`src/rtl/board_controller.sv`:
```
// board_controller: tic-tac-toe game sequencer for a human player versus a strategy stage.
// Registers both boards, validates moves, detects wins/draws and falls back to a safe computer move.
module board_controller (
    input  logic       clk,
    input  logic       reset,
    input  logic       start,
    input  logic [8:0] human_move,
    input  logic       human_valid,
    input  logic [8:0] comp_move,
    output logic [8:0] computer,
    output logic [8:0] human,
    output logic       human_ready,
    output logic       illegal,
    output logic       fallback,
    output logic       game_over,
    output logic [1:0] winner,
    output logic [3:0] move_count
);
    typedef enum logic [2:0] {IDLE, HUMAN_TURN, H_CHECK, COMP_TURN, C_CHECK, DONE} state_t;
    state_t     state_q, state_d;
    logic [8:0] comp_q, comp_d, hum_q, hum_d;
    logic [3:0] cnt_q, cnt_d;
    logic [1:0] win_q, win_d;
    logic       ill_q, ill_d, fb_q, fb_d;
    logic [8:0] occ, free, low_free;
    function automatic logic has_line(input logic [8:0] b);
        return (&b[8:6]) | (&b[5:3]) | (&b[2:0]) |
               (b[8] & b[5] & b[2]) | (b[7] & b[4] & b[1]) | (b[6] & b[3] & b[0]) |
               (b[8] & b[4] & b[0]) | (b[6] & b[4] & b[2]);
    endfunction
    function automatic logic one_hot(input logic [8:0] m);
        return (m != 9'd0) && ((m & (m - 9'd1)) == 9'd0);
    endfunction
    assign occ      = comp_q | hum_q;
    assign free     = ~occ;
    // Isolates the lowest-index empty cell; never zero in COMP_TURN since move_count < 9 there.
    assign low_free = free & (~free + 9'd1);
    always_comb begin
        state_d = state_q;
        comp_d  = comp_q;
        hum_d   = hum_q;
        cnt_d   = cnt_q;
        win_d   = win_q;
        ill_d   = 1'b0;
        fb_d    = 1'b0;
        case (state_q)
            IDLE: ;
            HUMAN_TURN:
                if (human_valid) begin
                    if (one_hot(human_move) && (human_move & occ) == 9'd0) begin
                        hum_d   = hum_q | human_move;
                        cnt_d   = cnt_q + 4'd1;
                        state_d = H_CHECK;
                    end else begin
                        ill_d = 1'b1;
                    end
                end
            H_CHECK: begin
                state_d = (has_line(hum_q) || cnt_q == 4'd9) ? DONE : COMP_TURN;
                win_d   = has_line(hum_q) ? 2'b01 : (cnt_q == 4'd9) ? 2'b11 : win_q;
            end
            COMP_TURN: begin
                fb_d    = !(one_hot(comp_move) && (comp_move & occ) == 9'd0);
                comp_d  = comp_q | (fb_d ? low_free : comp_move);
                cnt_d   = cnt_q + 4'd1;
                state_d = C_CHECK;
            end
            C_CHECK: begin
                state_d = (has_line(comp_q) || cnt_q == 4'd9) ? DONE : HUMAN_TURN;
                win_d   = has_line(comp_q) ? 2'b10 : (cnt_q == 4'd9) ? 2'b11 : win_q;
            end
            DONE: ;
            default: state_d = IDLE;
        endcase
        if (start) begin
            state_d = HUMAN_TURN;
            comp_d  = 9'd0;
            hum_d   = 9'd0;
            cnt_d   = 4'd0;
            win_d   = 2'b00;
            ill_d   = 1'b0;
            fb_d    = 1'b0;
        end
    end
    always_ff @(posedge clk or posedge reset) begin
        if (reset) begin
            state_q <= IDLE;
            comp_q  <= 9'd0;
            hum_q   <= 9'd0;
            cnt_q   <= 4'd0;
            win_q   <= 2'b00;
            ill_q   <= 1'b0;
            fb_q    <= 1'b0;
        end else begin
            state_q <= state_d;
            comp_q  <= comp_d;
            hum_q   <= hum_d;
            cnt_q   <= cnt_d;
            win_q   <= win_d;
            ill_q   <= ill_d;
            fb_q    <= fb_d;
        end
    end
    assign computer    = comp_q;
    assign human       = hum_q;
    assign move_count  = cnt_q;
    assign winner      = win_q;
    assign illegal     = ill_q;
    assign fallback    = fb_q;
    assign human_ready = state_q == HUMAN_TURN;
    assign game_over   = state_q == DONE;
endmodule

```
`config.mk`:
```
export PLATFORM = sky130hd
export DESIGN_NAME = board_controller
export DESIGN_NICKNAME = d
export VERILOG_FILES = /design/src/rtl/board_controller.sv
export SDC_FILE = /design/constraint.sdc
export NUM_CORES = 1
export LEC_CHECK = 0
export CORE_AREA = 5 5 68 70
export CTS_CLUSTER_DIAMETER = 40
export DETAILED_ROUTE_END_ITERATION = 6
export DIE_AREA = 0 0 73 75
export PLACE_DENSITY = 0.87
export SLEW_MARGIN = 5
export SYNTH_ARGS = -nofsm -noshare
export SYNTH_HDL_FRONTEND = slang
export SYNTH_SLANG_ARGS = --single-unit
```
`constraint.sdc`:
```
create_clock -name clk -period 3.1 [get_ports clk]
set_input_delay 0.31 -clock clk [delete_from_list [all_inputs] [get_ports clk]]
set_output_delay 0.31 -clock clk [all_outputs]
set_load 0.05 [all_outputs]
```
==> results.rst, run 1 <==
.. list-table::
   :header-rows: 1

   * - Metric
     - Value
   * - Outcome
     - complete, no violations
   * - Initial core utilization
     - 47.06%
   * - Post-synthesis sequential area ratio
     - 39.40%
   * - Die X
     - 73 um
   * - Number of instances in the synthesized netlist
     - 203
   * - Total instance count after detailed placement
     - 301
   * - Antenna cells
     - 0
   * - Peak supply drop
     - 0.2326 mV
   * - Slowest stage cell on the critical path
     - or4_4
   * - Skew final
     - 0.003647 ns
   * - Library cell occupying the most area in the post-synthesis netlist
     - dfrtp_1
   * - Clock slew at the register clock pins of the worst setup and hold paths
     - 0.06 ns
   * - Die outline area
     - 0.005475 mm2
   * - Cell variety after synth
     - 49
   * - Overall overflow remaining after global route
     - 0
   * - Cell types occupying the most area after synthesis
     - dfrtp_1, o21ai_0, a32o_1
   * - Ratio of cells with drive above 1 in the final layout
     - 6.950%
   * - Number of remaining DRC errors
     - 0
   * - Number of vias after detailed routing
     - 2019
   * - Post-synth EDFFs
     - 0
   * - Final Non-Filler Cells
     - 309
   * - Transition time of the tightest slew-check pin
     - 0.5079 ns
   * - Cells along the critical path
     - clkdlybuf4s50_1 > or4_4 > a2111o_1 > o41a_1 > or3_1 > a21oi_1
   * - Synthesis-stage register bit count
     - 29
   * - Final HPWL DP
     - 3947 um
   * - Portion of synthesized cell area occupied by the leading cell type
     - 39.40%
   * - Via-to-Cell Ratio
     - 6.534
   * - Post-cts repair resize count
     - 0
   * - Post-CTS Hold Fix Bufs
     - 0
   * - Vias in the first global route
     - 1875
   * - Cell area after layout
     - 0.002500 mm2
   * - WP buf/inv
     - 1
   * - Wire length of the first global-routing pass
     - 8749 um
   * - Post-layout min period
     - 2.666 ns
   * - Net count of the mapped netlist
     - 227
   * - Class of the worst hold path
     - input pin to async pin
   * - Maximum fanout along the worst path
     - 7
   * - Count of routing violations after the opening detailed-route iteration
     - 267
   * - Core region area
     - 0.003914 mm2
   * - Port Buf Inserts
     - 49
   * - Hold Fails Final Rpt
     - 0
   * - Post-route setup slack
     - 0.4337 ns
   * - Clock sink count
     - 29
   * - Gr usage total
     - 20.58%
   * - IO Count
     - 50
   * - TritonCTS clock tree
     - built
   * - Clock network latency to the later pin of the worst-skew pair
     - 0.28 ns
   * - Kind of start point of the critical path
     - input pin
   * - Pin count of the biggest net entering global routing
     - 30
   * - Top FF cell, synth
     - dfrtp_1
   * - CTS Buf Count
     - 5
   * - Worst slack, placed
     - 0.1546 ns
   * - First-pass iteration count of the detailed router
     - 5
   * - Required time of the critical path
     - 3.30 ns
   * - Antenna violations before repair
     - 0
   * - Fin. max-slew vios
     - 0
   * - Standard-cell row count
     - 23
   * - Crit path DAT
     - 2.87 ns
   * - Leakage power
     - 0.9652 nW
   * - Post-layout nets
     - 282
   * - RePlAce Congestion
     - 0.9229
   * - Aggregate negative setup slack
     - 0 ns
   * - Largest stage delay, worst path
     - 0.59 ns
   * - Post-synthesis cell area
     - 0.001842 mm2
   * - Area after detailed placement
     - 0.002420 mm2
   * - Worst relative slew slack
     - 66.04%
   * - Average cell area after synthesis
     - 9.073 um2
   * - Average wire length per cell after detail routing
     - 17.58 um
   * - Final WL
     - 5432 um
   * - Number of max-capacitance violations reported
     - 0
   * - Unrepaired setup endpoints after global routing
     - no
   * - Synthesis Warnings
     - 0
   * - Largest delay share family, worst path
     - compound AO/OA/AOI/OAI gates
   * - Post-CTS setup-driven buffer insertion count
     - 0
   * - Setup violations, final
     - 0
   * - Critical path class
     - input pin to flop
   * - Max clock buf depth
     - 2
   * - H-tree levels
     - 2
   * - Clock tree root driver cell
     - clkbuf_8
   * - Overall die height
     - 75 um
   * - Async set-or-reset flop fraction in the synthesized netlist
     - 100.0%
   * - Internal reg-to-reg setup slack
     - 0.76 ns
   * - Area growth, synth to finish
     - 35.73%
   * - Post-route fraction of the period consumed by the critical path
     - 86.01%
   * - Maximum clock rate
     - 375.1 MHz
   * - Worst setup EP type
     - flop
   * - Antenna Nets Post-Route
     - 0
   * - Power density cells
     - 309.2 mW/mm2
-- layout by cell type (no fill, tap or decap), types with 3 or more instances in the layout --
master / count
clkbuf_8: 5
a22oi_1: 5
o41ai_1: 3
nor4_1: 4
nor2_1: 15
or3_1: 4
a22o_1: 8
buf_4: 8
o21bai_1: 3
nand2_1: 7
o21ai_0: 20
o2bb2ai_1: 3
a32o_1: 9
inv_1: 9
clkbuf_1: 3
nor2b_1: 3
and3_1: 4
o22ai_1: 3
nand4_1: 4
or4_1: 4
a211oi_1: 3
nor3_1: 10
nand2b_1: 3
a21oi_1: 5
dfrtp_1: 29
a31oi_1: 5
clkdlybuf4s50_1: 49
-- Yosys cell counts (all sizes together) (4+ instances only) --
library cell   n
or3            4
a22oi          5
nor2          15
a22o           8
a31oi          5
nor4           4
nand2          7
nor3          10
a21oi          5
o21ai         20
or4            5
inv            9
nand4          4
dfrtp         29
and3           4
clkbuf         8
a32o           9
-- stage by stage --
step,power [mW],utilization (%),hold slack [ns]
after CTS,0.7792,63.87,0.4080
final,0.7731,63.87,0.4059
after detailed placement,0.4845,61.83,0.5203
after global routing,0.8038,63.87,0.4330
after floorplan,0.4295,-,0.3881
after global placement,0.4836,61.83,0.5135
-- where the power goes --
part           switching, mW  internal, mW  total [mW]
registers            0.00191         0.380       0.382
clock network          0.135         0.159       0.294
logic                 0.0527        0.0443      0.0969
total                  0.190         0.584       0.773
-- sequential cells by signal, summed over array words and instances (netlist names) --
signal,flops
winner,2
move_count,4
state_q,3
fallback,1
human,9
computer,9
illegal,1
-- cell type report --
type	instances	area, um2
inverters	10	37.54
clock buffers	8	80.08
well taps	50	62.56
fillers	351	1414
flip-flops and latches	29	725.7
repair buffers	57	550.5
multi-input cells	155	1044
-- path summary, 6_finish.rpt --
| kind | from | cells past startpoint | end |
|---|---|---|---|
| setup / recovery | human_move[3] | 6 | move_count[2] |
| hold / removal | reset | 3 | state_q[1] |
| setup reg to reg | computer[8] | 6 | move_count[2] |
| hold reg to reg | winner[0] | 2 | winner[0] |
| max in group asynchronous | reset | 3 | fallback |
| min in group clk | winner[0] | 2 | winner[0] |
-- cells by family (layout without fill, tap and decap cells) --
group	Yosys count	in the layout	share of synthesized area, %
buf+inv	19	75	3.940
fa+ha+maj	2	2	1.358
mux	2	2	1.087
compound gates	84	84	34.17
flops	29	29	39.40
simple gates	67	67	20.04
-- worst min-delay path, delay by kind of cell --
family | cells | cell delay, ns
buffers and inverters | 3 | 0.78
-- routing by layer --
layer	track usage [%]	vias up	part of all wire [%]
li1	-	928	-
met1	26.62	935	41
met2	32.97	138	47
met3	5.474	18	9.7
met4	7.992	0	2.1
met5	0	-	0
No activity file was read; power rests on OpenSTA's default activity.
==> run 2, diff against run 1 <==
CORE_AREA = 5 5 62 64   (was 5 5 68 70)
DIE_AREA = 0 0 67 69   (was 0 0 73 75)
DONT_BUFFER_PORTS = 1   (was not set)
PLACE_DENSITY = 0.82   (was 0.87)
==> results.rst, run 2 (synthesis gave the netlist of run 1 again) <==
.. list-table::
   :header-rows: 1

   * - Metric
     - Value
   * - Peak supply drop
     - 0.2349 mV (+1.0%)
   * - Power density cells
     - 315.0 mW/mm2 (+1.9%)
   * - Post-cts repair resize count
     - 0 (unchanged)
   * - Post-route fraction of the period consumed by the critical path
     - 81.33% (-4.7 points)
   * - CP most frequent cell
     - a21oi_1
   * - Post-layout nets
     - 242 (-14%)
   * - Initial core utilization
     - 56.99% (+9.9 points)
   * - Worst relative slew slack
     - 28.56% (-37 points)
   * - Critical path class
     - flop to flop
   * - Overall overflow remaining after global route
     - 0 (unchanged)
   * - Clock slew at the register clock pins of the worst setup and hold paths
     - 0.10 ns (+0.04 ns)
   * - Antenna violations before repair
     - 0 (unchanged)
   * - Largest stage delay, worst path
     - 0.64 ns (+0.05 ns)
   * - Hold path cells
     - 1
   * - Cells along the critical path
     - nor4_1 > a21oi_1 > a2111o_1 > o41a_1 > or3_1 > a21oi_1
   * - Die X
     - 67 um (-8.2%)
   * - Worst Hold Path EP
     - winner[0]
   * - CTS Buf Count
     - 5 (unchanged)
   * - Clock network latency to the later pin of the worst-skew pair
     - 0.32 ns (+0.04 ns)
   * - TritonCTS clock tree
     - built
   * - Max clock buf depth
     - 2 (unchanged)
   * - Area growth, synth to finish
     - 10.94%
   * - Final WL
     - 5570 um (+2.5%)
   * - Hold Fails Final Rpt
     - 0 (unchanged)
   * - Beginning of the worst hold path
     - start
   * - Count of routing violations after the opening detailed-route iteration
     - 180 (-33%)
   * - Required time of the critical path
     - 3.34 ns (+0.04 ns)
   * - Transition time of the tightest slew-check pin
     - 1.070 ns (+0.5625 ns)
   * - Setup violations, final
     - 0 (unchanged)
   * - Via-to-Cell Ratio
     - 7.143 (+9.3%)
   * - Slowest stage cell on the critical path
     - dfrtp_1
   * - Ratio of cells with drive above 1 in the final layout
     - 13.24% (+6.3 points)
   * - Post-CTS Hold Fix Bufs
     - 0 (unchanged)
   * - Highest-count cells in the layout ignoring fill and taps
     - dfrtp_1, o21ai_0, buf_4, nor2_1, nor3_1
   * - Post-layout min period
     - 2.521 ns (-0.1451 ns)
   * - Cell area after layout
     - 0.002043 mm2 (-18%)
   * - Wire length of the first global-routing pass
     - 9239 um (+5.6%)
   * - H-tree levels
     - 2 (unchanged)
   * - RePlAce Congestion
     - 0.9124 (-1.1%)
   * - Post-CTS setup-driven buffer insertion count
     - 0 (unchanged)
   * - Crit path DAT
     - 2.76 ns (-0.11 ns)
   * - Maximum clock rate
     - 396.6 MHz (+5.8%)
   * - Number of vias after detailed routing
     - 1893 (-6.2%)
   * - Fin. max-slew vios
     - 0 (unchanged)
   * - Area after detailed placement
     - 0.001992 mm2 (-18%)
   * - Gr usage total
     - 25.49% (+4.9 points)
   * - Pin count of the biggest net entering global routing
     - 30 (unchanged)
   * - First-pass iteration count of the detailed router
     - 5 (unchanged)
   * - Die outline area
     - 0.004623 mm2 (-16%)
   * - Final HPWL DP
     - 4165 um (+5.5%)
   * - Post-route setup slack
     - 0.5788 ns (+0.1451 ns)
   * - Standard-cell row count
     - 21 (-8.7%)
   * - Skew final
     - 0.01028 ns (+0.006632 ns)
   * - Antenna cells
     - 0 (unchanged)
   * - Core region area
     - 0.003232 mm2 (-17%)
   * - Antenna Nets Post-Route
     - 0 (unchanged)
   * - Number of cells on the worst reg-to-reg path
     - 6 (unchanged)
   * - FF-to-FF Start
     - computer[2]
   * - Class of the worst hold path
     - input pin to flop
   * - Worst slack, placed
     - 0.6292 ns (+0.4746 ns)
   * - Worst reg2reg path endpoint
     - move_count[2]
   * - Clock sink count
     - 29 (unchanged)
   * - Number of remaining DRC errors
     - 0 (unchanged)
   * - Leakage power
     - 0.8310 nW (-14%)
   * - Register area
     - 725.7 um2 (unchanged)
   * - Kind of start point of the critical path
     - flop
   * - Worst setup EP type
     - flop
   * - Most frequent standard cell in the layout excluding fill and tap cells
     - dfrtp_1
   * - Aggregate negative setup slack
     - 0 ns (unchanged)
   * - Maximum fanout along the worst path
     - 7 (unchanged)
   * - Vias in the first global route
     - 1870 (-0.27%)
   * - Clock tree root driver cell
     - clkbuf_4
   * - Average wire length per cell after detail routing
     - 21.02 um (+20%)
   * - Unrepaired setup endpoints after global routing
     - no
   * - Outcome
     - complete, no violations
   * - Fill count
     - 292 (-17%)
   * - Total area of multi-input combinational cells
     - 0.001044 mm2 (unchanged)
   * - Internal reg-to-reg setup slack
     - 0.58 ns (-0.18 ns)
   * - Overall die height
     - 69 um (-8.0%)
   * - IO Count
     - 50 (unchanged)
   * - Number of max-capacitance violations reported
     - 0 (unchanged)
   * - Port Buf Inserts
     - 0 (-100%)
## run 2: changes by cell type in the layout (fill, tap and decap cells not counted), sizes merged
| cell | delta |
|---|---|
| clkdlybuf4s50 | -49 |
| buf | +9 |
| clkbuf | -2 |
| clkinv | +2 |
## run 2: worst max-delay path, delay by kind of cell (launching register included)
kind	cells	cell delay, ns
AOI/OAI and AO/OA	4	1.08
and+or+nand+nor	2	0.73
DFF	1	0.64
## run 2: metal layers
layer  share of wire (%)  up-vias  global-route usage [%]  routed length, um
li1                    -      844                       -                  -
met1                  38      906                   33.26               2092
met2                  48      127                   37.99               2652
met3                  13       16                   9.416                700
met4                 2.2        0                   9.685                125
met5                   0        -                       0                  0
## run 2: power by group
part	switching (mW)	total (mW)	leakage (nW)	internal (mW)
logic	0.0277	0.0435	0.400	0.0157
clock network	0.129	0.215	0.0320	0.0862
registers	0.00564	0.385	0.399	0.379
## run 2: cell type report
cell class / count / area share [%]
Clock inverter: 2 / 0.4899
Tap cell: 46 / 2.817
Clock buffer: 6 / 2.021
Inverter: 10 / 1.837
Multi-Input combinational cell: 155 / 51.07
Timing Repair Buffer: 17 / 6.246
Sequential cell: 29 / 35.52
## run 2: per-stage QoR
step / util [%] / instances / hold WS [ns] / total power, mW
after detailed placement: 61.63 / 257 / 0.3844 / 0.4363
after global placement: 61.63 / 257 / 0.3764 / 0.4348
after floorplan: - / 203 / 0.3881 / 0.4295
after CTS: 63.22 / 265 / 0.03695 / 0.6481
after global routing: 63.22 / 265 / 0.02012 / 0.6756
final: 63.22 / 265 / 0.04534 / 0.6436
## run 2: worst max path at each step
| stage | from | end | slack, ns | depth (start not counted) |
|---|---|---|---|---|
| final | computer[2] | move_count[2] | 0.58 | 6 |
| after floorplan | human[6] | move_count[2] | 0.67 | 7 |
| after detailed placement | computer[2] | move_count[2] | 0.63 | 6 |
| after global routing | computer[2] | move_count[3] | 0.40 | 6 |
| after CTS | computer[2] | move_count[2] | 0.59 | 6 |
| after global placement | computer[2] | move_count[3] | 0.71 | 6 |
